## src/rtl/dmem_req_ctrl.sv

```systemverilog
// MEM-stage data-memory request controller on an SRAM-like bus: one outstanding access, flush drain.
// Define DMEM_LOAD_EXT_EN to byte/half-select and extend load data here rather than in WB.
module dmem_req_ctrl (
  input  logic        clk,
  input  logic        resetn,
  input  logic        mem_valid_i,
  input  logic        mem_ren_i,
  input  logic        mem_wen_i,
  input  logic [1:0]  mem_size_i,
  input  logic        mem_lsign_i,
  input  logic [31:0] mem_addr_i,
  input  logic [31:0] mem_wdata_i,
  input  logic        stall_i,
  input  logic        refresh_i,
  output logic        stall_req_o,
  output logic [31:0] mem_rdata_o,
  output logic        data_req_o,
  output logic        data_wr_o,
  output logic [1:0]  data_size_o,
  output logic [31:0] data_addr_o,
  output logic [31:0] data_wdata_o,
  input  logic        data_addr_ok_i,
  input  logic        data_data_ok_i,
  input  logic [31:0] data_rdata_i
);

  typedef enum logic [1:0] {S_IDLE, S_REQ, S_WAIT, S_DONE} state_t;

  state_t      state_q;
  logic        discard_q;
  logic        data_req_q;
  logic        data_wr_q;
  logic [1:0]  data_size_q;
  logic [31:0] data_addr_q;
  logic [31:0] data_wdata_q;
  logic [31:0] rdata_q;
  logic [31:0] rdata_d;
  logic        new_acc;
  logic        finish;

`ifdef DMEM_LOAD_EXT_EN
  logic        lsign_q;
  logic [7:0]  byte_v;
  logic [15:0] half_v;
`else
  logic        unused_lsign;
  assign unused_lsign = mem_lsign_i;
`endif

  assign new_acc = mem_valid_i & (mem_ren_i | mem_wen_i);
  // Data may come back in the same cycle the address is accepted.
  assign finish  = (((state_q == S_REQ) & data_addr_ok_i) | (state_q == S_WAIT)) & data_data_ok_i;

  always_comb begin
    rdata_d = data_rdata_i;
`ifdef DMEM_LOAD_EXT_EN
    byte_v = data_rdata_i[{data_addr_q[1:0], 3'b000} +: 8];
    half_v = data_rdata_i[{data_addr_q[1], 4'b0000} +: 16];
    case (data_size_q)
      2'd0:    rdata_d = {{24{lsign_q & byte_v[7]}}, byte_v};
      2'd1:    rdata_d = {{16{lsign_q & half_v[15]}}, half_v};
      default: rdata_d = data_rdata_i;
    endcase
`endif
    if (data_wr_q) rdata_d = '0;
  end

  // A flushed slot never stalls; during a drain only a fresh access has to wait.
  always_comb begin
    stall_req_o = 1'b0;
    case (state_q)
      S_IDLE:        stall_req_o = new_acc & ~refresh_i;
      S_REQ, S_WAIT: stall_req_o = ~refresh_i & (~discard_q | new_acc);
      default:       stall_req_o = 1'b0;
    endcase
    if (!resetn) stall_req_o = 1'b0;
  end

  always_ff @(posedge clk) begin
    if (!resetn) begin
      state_q      <= S_IDLE;
      discard_q    <= 1'b0;
      data_req_q   <= 1'b0;
      data_wr_q    <= 1'b0;
      data_size_q  <= '0;
      data_addr_q  <= '0;
      data_wdata_q <= '0;
      rdata_q      <= '0;
`ifdef DMEM_LOAD_EXT_EN
      lsign_q      <= 1'b0;
`endif
    end else begin
      case (state_q)
        S_IDLE: begin
          if (refresh_i) begin
            rdata_q <= '0;
          end else if (new_acc) begin
            state_q      <= S_REQ;
            data_req_q   <= 1'b1;
            data_wr_q    <= mem_wen_i;
            data_size_q  <= mem_size_i;
            data_addr_q  <= mem_addr_i;
            data_wdata_q <= mem_wdata_i;
`ifdef DMEM_LOAD_EXT_EN
            lsign_q      <= mem_lsign_i;
`endif
          end
        end
        S_REQ, S_WAIT: begin
          if (refresh_i) discard_q <= 1'b1;
          if (data_addr_ok_i) data_req_q <= 1'b0;
          if (finish) begin
            if (discard_q | refresh_i) begin
              state_q   <= S_IDLE;
              discard_q <= 1'b0;
            end else begin
              state_q <= S_DONE;
              rdata_q <= rdata_d;
            end
          end else if ((state_q == S_REQ) && data_addr_ok_i) begin
            state_q <= S_WAIT;
          end
        end
        S_DONE: begin
          if (refresh_i) begin
            state_q <= S_IDLE;
            rdata_q <= '0;
          end else if (!stall_i) begin
            state_q <= S_IDLE;
          end
        end
        default: state_q <= S_IDLE;
      endcase
    end
  end

  assign mem_rdata_o  = rdata_q;
  assign data_req_o   = data_req_q;
  assign data_wr_o    = data_wr_q;
  assign data_size_o  = data_size_q;
  assign data_addr_o  = data_addr_q;
  assign data_wdata_o = data_wdata_q;

endmodule

```

## config.mk

```make
export PLATFORM = sky130hd
export DESIGN_NAME = dmem_req_ctrl
export DESIGN_NICKNAME = d
export VERILOG_FILES = /design/src/rtl/dmem_req_ctrl.sv
export SDC_FILE = /design/constraint.sdc
export NUM_CORES = 1
export LEC_CHECK = 0
export ABC_AREA = 1
export CAP_MARGIN = 0
export CORE_ASPECT_RATIO = 0.7
export CORE_MARGIN = 2
export CORE_UTILIZATION = 43
export DETAILED_ROUTE_END_ITERATION = 10
export PLACE_DENSITY = 0.83
export SLEW_MARGIN = 10
export SYNTH_ARGS = -nofsm -noshare
export SYNTH_HDL_FRONTEND = slang
export SYNTH_SLANG_ARGS = --single-unit
export TNS_END_PERCENT = 20
```

## constraint.sdc

```tcl
create_clock -name clk -period 4.8 [get_ports clk]
set_clock_uncertainty 0.15 [all_clocks]
set_input_delay 0.96 -clock clk [delete_from_list [all_inputs] [get_ports clk]]
set_output_delay 0.96 -clock clk [all_outputs]
set_load 0.02 [all_outputs]
```

* Yosys cells after proc, flatten, opt, wreduce, memory -nomap -nowiden
Cells that the tools add are included.
** Storage, ports and cells
- Register bits :: 103
- Bits of input ports :: 108
- Output and inout bits :: 101
- Word-level logic and storage cells :: 61
** Cells by class
- Eq/ne operators :: 11
- Muxes and demuxes :: 22
- Bitwise logic cells :: 11
- Reductions and logical operators :: 9
** Operator list (number)
- 32-bit 2-to-1 mux :: 4
- 32-bit one-hot mux with 2 select lines :: 1
- 2-bit 2-to-1 mux :: 7
- 2-bit inequality test (second input constant) :: 5
- 4-bit AND reduction :: 2
- 1-bit 2-to-1 mux :: 7
- 3-bit inequality test (second input constant) :: 2
- 2-bit one-hot mux with 3 select lines :: 1
- 3-bit AND reduction :: 2
- 1-bit bitwise AND :: 5
- 2-bit == test (second input constant) :: 2
- 1-bit bitwise OR :: 4
- 1-bit one-hot mux with 2 select lines :: 2
- 2-bit OR reduction :: 2
- 2-bit by 1-bit == test with 1-bit output (second input constant) :: 1
- 2-bit zero test :: 1
- 2-bit by 1-bit inequality test with 1-bit output (second input constant) :: 1
- 1-bit NOT :: 2
- 2-bit nonzero test :: 1
- 1-bit logical AND :: 1

* Longest topological paths before layout
- Depth after elaboration :: 6
- Mapped depth :: 10
- Depth with buffers taken out :: 10

* Least setup slack after synthesis
No wires, ideal clock.
- Path kind :: in2out
- Start :: input resetn
- End :: output stall_req_o
- Arrival time :: 1817 ps
- Required time :: 3690 ps
- Slack :: 1873 ps
- Cell stages on the path :: 3
- Path buffers :: 1
- Cells stage by stage :: clkbuf_1 inv_1 a211oi_1
** On the way
- Cells in the longest elaborated chain, start to end :: 1
** Ends and longest elaborated chain
- start, declared :: RTL line 5 : input logic resetn,
- 1-bit 2-to-1 mux :: RTL line 76 : if (!resetn) stall_req_o = 1'b0;
- end, declared :: RTL line 15 : output logic stall_req_o,
Every way passes these cells.

* Worst setup path after layout
- Start :: input refresh_i
- End :: output stall_req_o
** On the way
- Cells in the longest elaborated chain, start to end :: 4
** Ends and longest elaborated chain
- start, declared :: RTL line 14 : input logic refresh_i,
- 1-bit NOT (no source line) (*)
- 1-bit bitwise AND, on equally long branches :: RTL line 73, 72
- 1-bit one-hot mux with 2 select lines (*) :: RTL line 71 : case (state_q)
- 1-bit 2-to-1 mux (*) :: RTL line 76
Every way passes the cells marked *; elsewhere a longest branch is shown, timed or not.

==> impl_metrics.toml <==
[floorplanning]
core_mm2 = 0.00911
io_pins = 209
die-area_mm2 = 0.0102
start_util_pct = 44.4
rows = 29
die_h_um = 85.1
die_w_um = 120

[logic_synthesis]
syn-num-nets = 667
synth.distinct_cells = 21
yosysSeqAreaShare_pct = 51.0
yosys_warnings = 0
avgSynthCellArea_um2 = 7.29
synth-seq-cells = 103
syn_area_mm2 = 0.00404
synth_cells = 555

[place]
gp_congestion = 0.829
portBuffers = 207
pre_cts_ws_ns = 1.09
dpl.hpwl_mm = 8.15
placed_area_mm2 = 0.00612

[clock_network]
numCtsBuffers = 9
post_cts_buffers = 0
clock_path_buffers = 2
insertion_delay_ns = 0.33
cts_tree = "yes"
hold_buffers = 0
cts.sinks = 103
cts-root-buf = "clkbuf_16"
htree_levels = 3
cts-resized-gates = 0
cts.clk_slew.worst_paths_ns = 0.06

[global_route]
grt_max_degree = 102
grt_use_total_pct = 23.0
antenna_found_initial = 0
grt_pass1_vias = 4049
grt_pass1_wl_mm = 19.1
grt_use_met3_pct = 7.46
use_met1_pct = 27.5
grt_overflow = 0
grt_util_met2_pct = 38.7
busiest_layer = "met2"

[worst_setup_path]
crit_top_cell = "clkdlybuf4s50_1"
critical_path.max_fanout = 4
start_kind = "input port"
path_cells = "clkdlybuf4s50_1, nor2_1, nand2_1, a211oi_1, clkdlybuf4s50_1"
slowest_stage = "clkdlybuf4s50_1"
worstPathArrival_ns = 2.63
crit_required_ns = 3.69
slowest_delay_ns = 0.65
endpoint_kind = "output port"
path_class = "in2out"

[final_layout]
fin_nets = 854
area_growth_syn_to_layout_pct = 59.4
drive_gt1_share_pct = 5.76
postLayoutCellArea_mm2 = 0.00644
diodes = 0

[timing]
fmax_mhz = 268
rsz0062_at_grt = "false"
drv_slew = 0
setup-tns-final_ns = 0
timing.final.crit_share_pct = 77.9
fin_ws_ns = 1.06
fin_crit_ns = 3.74
tightest_slew_ns = 1.11
final-setup-viol-count = 0
finalHoldViolations = 0
slew_headroom_pct = 25.9

[pwr]
p_comb_share_pct = 41.1
p_clk_share_pct = 24.2
p_total_uw = 3240
power_density_mw_per_mm2 = 503
p_int_uw = 2070
p_sw_uw = 1170
p_seq_share_pct = 34.6
ir_drop_mv = 0.320
sw_frac_of_total_pct = 36.1
leakagePower_uw = 0.00281

[run_status]
outcome = "finished, final reports clean"

[min_path]
worstHoldPathType = "reg2reg"

[drt]
wirelength_mm = 11.7
vias = 4134
drt_iter0_drc = 325
ant_nets = 0
wl_per_cell_um = 13.4
firstDrtPassIters = 4
viasPerCell = 4.75
drc = 0

[flow_run]
cap_violations = 0
registers in the layout (all words and copies together) (netlist names):
signal        flops
state_q           2
data_wr_o         1
data_wdata_o     32
data_req_o        1
mem_rdata_o      32
data_addr_o      32
discard_q         1
data_size_o       2
final cells by class:
| cell class | instances | area [µm²] |
|---|---|---|
| Fill cell | 753 | 2660 |
| Timing Repair Buffer | 211 | 2100 |
| Sequential cell | 103 | 2060 |
| Multi-Input combinational cell | 372 | 1640 |
| Clock buffer | 13 | 260 |
| Inverter | 45 | 169 |
| Tap cell | 124 | 155 |
| Clock inverter | 3 | 65.1 |
worst paths after layout:
kind,cells after the start,end,from,slack [ns]
max,5,stall_req_o,refresh_i,1.06
min,2,data_req_o,data_req_o,0.33
max reg2reg,8,mem_rdata_o[12],state_q[0],2.26
min reg2reg,2,data_req_o,data_req_o,0.33
worst max-delay path: cells and delay by family:
family / cells / cell delay, ns
buf+inv: 2 / 1.12
simple gates: 2 / 0.27
compound gates: 1 / 0.28
power groups by stage:
| stage | clock [µW] | combinational [µW] | sequential [µW] |
|---|---|---|---|
| after floorplan | 0 | 624 | 1330 |
| after detailed placement | 0 | 1340 | 1140 |
| after global placement | 0 | 1300 | 1130 |
| after CTS | 807 | 1340 | 1120 |
| final | 786 | 1330 | 1120 |
| after global routing | 836 | 1460 | 1140 |
layout by cell type (no fill, tap or decap):
cell / synthesis / layout
clkbuf_8: 0 / 2
o21ai_0: 96 / 96
inv_1: 44 / 43
nand3_1: 4 / 4
clkbuf_1: 16 / 2
nor2_4: 1 / 1
clkbuf_16: 0 / 9
buf_2: 14 / 1
nand2_1: 17 / 17
o21ai_2: 1 / 1
buf_4: 1 / 4
bufinv_16: 0 / 2
nand3b_1: 1 / 1
nor2_2: 20 / 20
inv_2: 1 / 2
dfxtp_1: 103 / 103
a21oi_1: 3 / 3
clkdlybuf4s50_1: 0 / 206
or2_1: 1 / 1
ha_1: 4 / 4
o21ai_1: 3 / 3
nor2_1: 220 / 220
a211oi_1: 1 / 1
clkinv_2: 0 / 1
cells by family after synthesis:
logic type      share of synthesized area, %
flops                                   51.0
simple gates                            26.2
fa+ha+maj                               1.24
buf+inv                                 8.54
compound gates                          13.0
cell usage after synthesis:
library cell / instances / area share [%]
nor2_1: 220 / 20
dfxtp_1: 103 / 51
nor2_4: 1 / 0.28
buf_4: 1 / 0.19
nand3b_1: 1 / 0.19
nand2_1: 17 / 1.6
a211oi_1: 1 / 0.19
nor2_2: 20 / 3.1
nand3_1: 4 / 0.50
o21ai_2: 1 / 0.22
o21ai_1: 3 / 0.37
buf_2: 14 / 1.7
or2_1: 1 / 0.15
buf_6: 3 / 0.84
a21oi_1: 3 / 0.37
clkbuf_1: 16 / 1.5
ha_1: 4 / 1.2
inv_1: 44 / 4.1
clkbuf_2: 1 / 0.12
o21ai_0: 96 / 12
inv_2: 1 / 0.093
routing by layer:
layer / vias to the layer above / routed length, µm
met1: 1894 / 5000
met4: 0 / 306
li1: 2085 / -
met2: 132 / 5520
met3: 23 / 837
met5: - / 0
through the flow:
step,hold WS [ns],util [%],std cells
floorplan,0.293,-,555
global placement,0.308,67.2,855
detailed placement,0.316,67.2,855
CTS,0.325,70.8,871
global route,0.343,70.8,871
finish,0.333,70.8,871
Note: power is estimated with default switching activity, not from simulation.
